$ cat config.mk
export PLATFORM = sky130hd
export DESIGN_NAME = pipe_hazard_ctrl
export DESIGN_NICKNAME = d
export VERILOG_FILES = /design/src/rtl/pipe_hazard_ctrl_pkg.sv /design/src/rtl/pipe_hazard_ctrl_raw_cmp.sv /design/src/rtl/pipe_hazard_ctrl.sv
export SDC_FILE = /design/constraint.sdc
export NUM_CORES = 1
export LEC_CHECK = 0
export BUFFER_PORTS_ARGS = -buffer_cell sky130_fd_sc_hd__buf_4
export CORE_UTILIZATION = 58
export CTS_CLUSTER_SIZE = 20
export DETAILED_ROUTE_END_ITERATION = 6
export GPL_TIMING_DRIVEN = 0
export PLACE_DENSITY_LB_ADDON = 0.08
export SKIP_CTS_REPAIR_TIMING = 1
export SYNTH_ARGS = -nofsm -noshare
export SYNTH_HDL_FRONTEND = slang
export SYNTH_HIERARCHICAL = 1
export SYNTH_SLANG_ARGS = --single-unit
$ cat constraint.sdc
create_clock -name clk -period 2.9 [get_ports clk]
set_input_delay 0.58 -clock clk [delete_from_list [all_inputs] [get_ports clk]]
set_output_delay 0.58 -clock clk [all_outputs]
set_load 0.02 [all_outputs]
$ cat src/rtl/pipe_hazard_ctrl_pkg.sv
// Shared types for the pipeline hazard controller: forwarding-select encodings
// and the shadow-slot record tracked for the EX, MEM and WB stages.
package pipe_hazard_ctrl_pkg;

    // Slot register fields are sized for the widest supported RA_W; narrower
    // addresses are zero-extended on entry, so RA_W must not exceed this.
    localparam int SLOT_RA_W = 8;

    localparam logic [1:0] FWD_RF  = 2'b00;
    localparam logic [1:0] FWD_MEM = 2'b10;
    localparam logic [1:0] FWD_WB  = 2'b01;

    localparam int NSLOT    = 3;
    localparam int SLOT_EX  = 0;
    localparam int SLOT_MEM = 1;
    localparam int SLOT_WB  = 2;

    typedef struct packed {
        logic                 valid;
        logic [SLOT_RA_W-1:0] rs;
        logic [SLOT_RA_W-1:0] rt;
        logic                 use_rs;
        logic                 use_rt;
        logic [SLOT_RA_W-1:0] wr_reg;
        logic                 reg_write;
        logic                 mem_read;
    } slot_t;

endpackage

$ cat src/rtl/pipe_hazard_ctrl_raw_cmp.sv
// Read-after-write detector: one source register against one in-flight slot.
// Register 0 is hardwired to zero and can never form a dependency.
module raw_cmp
    import pipe_hazard_ctrl_pkg::*;
(
    input  logic [SLOT_RA_W-1:0] src,
    input  logic                 src_used,
    input  slot_t                slot,
    output logic                 match
);

    logic unused_fields;

    assign match = slot.valid && slot.reg_write && (slot.wr_reg != '0)
                   && src_used && (slot.wr_reg == src);

    assign unused_fields = ^{slot.rs, slot.rt, slot.use_rs, slot.use_rt, slot.mem_read};

endmodule

$ cat src/rtl/pipe_hazard_ctrl.sv
// Stall / flush / forwarding control for a 5-stage MIPS-style pipeline.
// Define PIPE_HAZARD_PERF_CNT_EN to add cycle, stall and flush counters.
module pipe_hazard_ctrl
    import pipe_hazard_ctrl_pkg::*;
#(
    parameter int RA_W     = 5,
    parameter int CNT_W    = 32,
    parameter int FWD_MODE = 1
)
(
    input  logic            clk,
    input  logic            rst,
    input  logic            id_valid,
    input  logic [RA_W-1:0] id_rs,
    input  logic [RA_W-1:0] id_rt,
    input  logic            id_use_rs,
    input  logic            id_use_rt,
    input  logic [RA_W-1:0] id_wr_reg,
    input  logic            id_reg_write,
    input  logic            id_mem_read,
    input  logic            mem_br_taken,
    output logic            pc_stall,
    output logic            ifid_stall,
    output logic            idex_bubble,
    output logic            flush_ifid,
    output logic            flush_idex,
    output logic            flush_exmem,
    output logic [1:0]      fwd_a,
    output logic [1:0]      fwd_b
`ifdef PIPE_HAZARD_PERF_CNT_EN
    ,
    output logic [CNT_W-1:0] cyc_cnt,
    output logic [CNT_W-1:0] stall_cnt,
    output logic [CNT_W-1:0] flush_cnt
`endif
);

    slot_t ex_q, ex_d, mem_q, mem_d, wb_q, wb_d;
    slot_t slots [NSLOT];

    logic [SLOT_RA_W-1:0] id_src [2];
    logic [SLOT_RA_W-1:0] ex_src [2];
    logic [1:0]           id_use;
    logic [1:0]           ex_use;
    logic [1:0][NSLOT-1:0] id_m;
    logic [1:0][1:0]       ex_m;

    logic flush, stall_raw, stall;
    logic [1:0] fwd_a_c, fwd_b_c;

    always_comb begin
        slots[SLOT_EX]  = ex_q;
        slots[SLOT_MEM] = mem_q;
        slots[SLOT_WB]  = wb_q;
        id_src[0] = SLOT_RA_W'(id_rs);
        id_src[1] = SLOT_RA_W'(id_rt);
        id_use[0] = id_use_rs && id_valid;
        id_use[1] = id_use_rt && id_valid;
        ex_src[0] = ex_q.rs;
        ex_src[1] = ex_q.rt;
        ex_use[0] = ex_q.use_rs && ex_q.valid;
        ex_use[1] = ex_q.use_rt && ex_q.valid;
    end

    // ID sources are checked against every slot; EX sources only against MEM/WB.
    genvar gi, gj;
    generate
        for (gi = 0; gi < 2; gi++) begin : g_src
            for (gj = 0; gj < NSLOT; gj++) begin : g_id
                raw_cmp u_id_cmp (
                    .src      (id_src[gi]),
                    .src_used (id_use[gi]),
                    .slot     (slots[gj]),
                    .match    (id_m[gi][gj])
                );
            end
            for (gj = 0; gj < 2; gj++) begin : g_ex
                raw_cmp u_ex_cmp (
                    .src      (ex_src[gi]),
                    .src_used (ex_use[gi]),
                    .slot     (slots[gj+1]),
                    .match    (ex_m[gi][gj])
                );
            end
        end
    endgenerate

    always_comb begin
        flush = mem_br_taken && !rst;
        if (FWD_MODE != 0) begin
            stall_raw = ex_q.mem_read && (id_m[0][SLOT_EX] || id_m[1][SLOT_EX]);
        end else begin
            stall_raw = |id_m;
        end
        // A taken branch wins so the target fetch is not held off.
        stall = stall_raw && !flush && !rst;

        fwd_a_c = FWD_RF;
        fwd_b_c = FWD_RF;
        if (FWD_MODE != 0 && !rst) begin
            fwd_a_c = ex_m[0][0] ? FWD_MEM : (ex_m[0][1] ? FWD_WB : FWD_RF);
            fwd_b_c = ex_m[1][0] ? FWD_MEM : (ex_m[1][1] ? FWD_WB : FWD_RF);
        end
    end

    assign pc_stall    = stall;
    assign ifid_stall  = stall;
    assign idex_bubble = stall;
    assign flush_ifid  = flush;
    assign flush_idex  = flush;
    assign flush_exmem = flush;
    assign fwd_a       = fwd_a_c;
    assign fwd_b       = fwd_b_c;

    always_comb begin
        ex_d = '0;
        if (id_valid && !stall && !flush) begin
            ex_d.valid     = 1'b1;
            ex_d.rs        = SLOT_RA_W'(id_rs);
            ex_d.rt        = SLOT_RA_W'(id_rt);
            ex_d.use_rs    = id_use_rs;
            ex_d.use_rt    = id_use_rt;
            ex_d.wr_reg    = SLOT_RA_W'(id_wr_reg);
            ex_d.reg_write = id_reg_write;
            ex_d.mem_read  = id_mem_read;
        end
        mem_d = flush ? '0 : ex_q;
        wb_d  = mem_q;
    end

    always_ff @(posedge clk) begin
        if (rst) begin
            ex_q  <= '0;
            mem_q <= '0;
            wb_q  <= '0;
        end else begin
            ex_q  <= ex_d;
            mem_q <= mem_d;
            wb_q  <= wb_d;
        end
    end

`ifdef PIPE_HAZARD_PERF_CNT_EN
    logic [CNT_W-1:0] cyc_cnt_q, cyc_cnt_d;
    logic [CNT_W-1:0] stall_cnt_q, stall_cnt_d;
    logic [CNT_W-1:0] flush_cnt_q, flush_cnt_d;

    always_comb begin
        cyc_cnt_d   = cyc_cnt_q + CNT_W'(1);
        stall_cnt_d = stall_cnt_q + CNT_W'(stall);
        flush_cnt_d = flush_cnt_q + CNT_W'(flush);
    end

    always_ff @(posedge clk) begin
        if (rst) begin
            cyc_cnt_q   <= '0;
            stall_cnt_q <= '0;
            flush_cnt_q <= '0;
        end else begin
            cyc_cnt_q   <= cyc_cnt_d;
            stall_cnt_q <= stall_cnt_d;
            flush_cnt_q <= flush_cnt_d;
        end
    end

    assign cyc_cnt   = cyc_cnt_q;
    assign stall_cnt = stall_cnt_q;
    assign flush_cnt = flush_cnt_q;
`else
    localparam int cnt_w_unused = CNT_W;
`endif

endmodule

---- After elaboration in Yosys (flattened, before gate mapping) ----
Cells that the tools add are included.
operators by class
  reductions and logical operators ........ 37
  mux-type cells .......................... 7
  equal/unequal tests ..................... 6
  bitwise logic cells ..................... 1
operators by type and width
  kind               count
  $eq 8x8->1         4
  $mux 29            1
  $logic_and 1x1->1  28
  $reduce_bool 8->1  3
  $eq 8x5->1         2
  $mux 2             4
  $reduce_or 2->1    2
  $logic_not 1->1    3
  $mux 1             2
  $logic_or 1x1->1   1
  $not 1->1          1
storage, ports and cells
  input bits .............................. 23
  register bits after elaboration ......... 49
  logic and storage cells ................. 68
  output and inout bits ................... 10

---- Logic depth before layout (Yosys ltp) ----
  depth after elaboration ................. 13
  mapped depth ............................ 8
  mapped depth without buffers ............ 5

---- Cells and area by module ----
Netlist, hierarchy kept.
by module, submodules not included
  module            area an instance (um^2)  instances  seq. area each (um^2)  cells an instance
  pipe_hazard_ctrl  1793.0                   1          1201.2                 147
  raw_cmp           117.6                    6          0.0                    14

---- Worst setup path before layout ----
No wires, ideal clock.
  kind .................................... input to output
  start point ............................. in id_valid
  end point ............................... out ifid_stall
  arrival ................................. 2366 ps
  required time ........................... 2320 ps
  buffers on the path ..................... 3
  stages .................................. 8
  setup slack ............................. -46 ps
  cells stage by stage .................... clkbuf_1 -> and2_1 -> nand4_1 -> a2111oi_1 -> o21ai_1 -> buf_2 -> nor3_1 -> buf_4
RTL lines
  element             line                    source
  start: declaration  pipe_hazard_ctrl.sv:13  input logic id_valid,
  end: declaration    pipe_hazard_ctrl.sv:23  output logic ifid_stall,

==> summary.txt <==
Outcome
  • Status: finished with violations
  • Failing checks: design-rule violations

Cells and area
  • Commonest non-fill, non-tap cell in the layout: conb_1
  • P&R area growth vs syn: 29.2%
  • Fill count: ~190
  • Ant. Diodes: 0
  • Layout Nets: 293
  • Share of cells above drive strength 1: 23.3%
  • Most frequent cells in the layout: conb_1 (54), xnor2_1 (42), buf_4 (35)

Drt
  • Routed len/inst: 11.7 microns
  • DRT iter0 DRCs: 22
  • DR pass1 iterations: 6
  • Routed WL: 3530 microns
  • Routed vias/inst: just under 5
  • Final ANT Viol Nets: 0
  • DR DRC count: 1
  • Total number of vias: 1448

Clocking
  • CTS buffer count: 5
  • CTS tree: built
  • Clock Tree Buf Depth: 2
  • Clock Sinks: 34
  • H-tree levels: 2
  • Root Buffer: clkbuf_4
  • Worst-path clk slew: about 0.10 ns
  • Clock Latency Late Sink: 0.32 ns

Global routing
  • Vias in the first global route: 1389
  • First-pass GRT wire length: approximately 6000 microns
  • Largest net degree at the start of global routing: 11
  • Total gr overflow: 0
  • Antenna violations before repair: 0
  • Total Routing Usage GR: between 20% and 30%

Logic synthesis
  • Mean Syn Cell Area: 10.1 sq um
  • Ys Warns: 6
  • Synthesized instance count: 179
  • Post-Syn Area: roughly 1800 sq um

Run
  • Max-cap violations: 0

Power and ir drop
  • Pwr Density: 366 nW/um^2
  • Pleak: 0.922 nW
  • Max VDD drop: 0.298 mV

STA
  • Final period utilization: 93.5%
  • Final Setup Violations: 0
  • Max Slew Vio Count: 0
  • RSZ-0062 raised after global routing: false
  • Slew margin rel.: 66.6%
  • Clock Skew: 0.0126 ns
  • Fin. Hold Viols: 0
  • Slew @ Worst Pin: 0.500 ns
  • Final TNS setup: 0 ns
  • Fmax: approximately 370 MHz
  • Tmin final: 2.71 ns
  • Hold WS: 0.475 ns

Floorplan
  • Number of core rows: 19
  • Die area: 3360 sq um
  • Die W: just under 60 microns
  • Initial cell density of the core: 63.6%
  • Core area: 2850 sq um
  • Ports: 33
  • Die Ht: 57.9 microns

Setup path
  • Reg2reg start: ex_q[2]$_SDFF_PP0_
  • Crit Path Class: flip-flop to output port
  • Register-to-Register Path Depth: 6
  • Most used cell, CP: buf_4
  • Crit path cell chain: xnor2_1 -> nand3_1 -> a2111oi_1 -> o21ai_1 -> buf_2 -> nor3_2 -> buf_4 -> buf_4
  • WP data arrival: 2.13 ns
  • Worst R2R End: ex_q[16]$_SDFF_PP0_
  • CP max FO: 10
  • Crit. Startpoint: ex_q[2]$_SDFF_PP0_
  • Startpoint types: flip-flop
  • Crit-path max cell delay: about 0.40 ns
  • CP endpoint kind: output port
  • Highest-delay cell along the critical path: dfxtp_2
  • Worst path required time: 2.32 ns
  • R2r setup slk: roughly 1.1 ns

Hold path
  • Hold-critical path endpoint: slots[6]$_SDFF_PP0_
  • Hold Path Class: primary input to flip-flop
  • Min-delay src: rst
  • Hold Crit Depth: 2

Placement
  • Port Buffer Count: 31
  • Post-DP HPWL: ~2900 microns
  • Routability Congestion: roughly 0.8
-- worst max path at each step --
stage	endpoint	slack (ns)
6_report	ifid_stall	0.19
5_1_grt	ifid_stall	0.01
2_1_floorplan	ifid_stall	0.21
3_5_place_dp	ifid_stall	0.07
3_3_place_gp	ifid_stall	0.14
4_1_cts	ifid_stall	0.08
-- area by class of cell --
class                           count  area [sq um]  share of cell area [%]
Clock buffer                        5          37.5                    1.60
Tap cell                           31          38.8                    1.65
Clock inverter                      2          10.0                   0.427
Timing Repair Buffer               31           233                    9.93
Multi-Input combinational cell    184          1250                    53.3
Sequential cell                    34           687                    29.3
Buffer                             14          90.1                    3.84
-- sequential cells by signal, summed over array words and instances (netlist names) --
register  flops
mem_q         7
slots         7
ex_q         20
-- report_power, final --
part | internal (mW) | switching [mW]
Combinational | 0.0783 | 0.0638
Clock | 0.0871 | 0.144
Sequential | 0.476 | 0.00992
-- stage by stage --
stage                     instance area (sq um)  util, %  power [mW]  setup slack [ns]  cells
after floorplan                            2020        -       0.592             0.210    232
after global placement                     2290     80.3       0.632             0.138    294
after detailed placement                   2290     80.3       0.635            0.0683    294
after CTS                                  2340     81.9       0.863            0.0827    301
after global routing                       2340     82.2       0.908            0.0148    301
final                                      2340     82.2       0.859             0.187    301
-- worst max-delay path, delay by kind of cell (launching register included) --
kind / cells / cell delay, ns
XOR/XNOR: 1 / 0.14
AO/OA/AOI/OAI: 2 / 0.54
buffers and inverters: 3 / 0.46
AND/OR/NAND/NOR: 2 / 0.27
flip-flops: 1 / 0.40
-- per-layer routing --
metal | up-vias | share of wire, % | GRT usage, %
li1 | 768 | - | -
met1 | 642 | 43 | 27.1
met2 | 30 | 52 | 44.0
met3 | 8 | 3.1 | 6.03
met4 | 0 | 1.7 | 7.14
met5 | - | 0 | 0
Note: power is estimated with default switching activity, not from simulation.
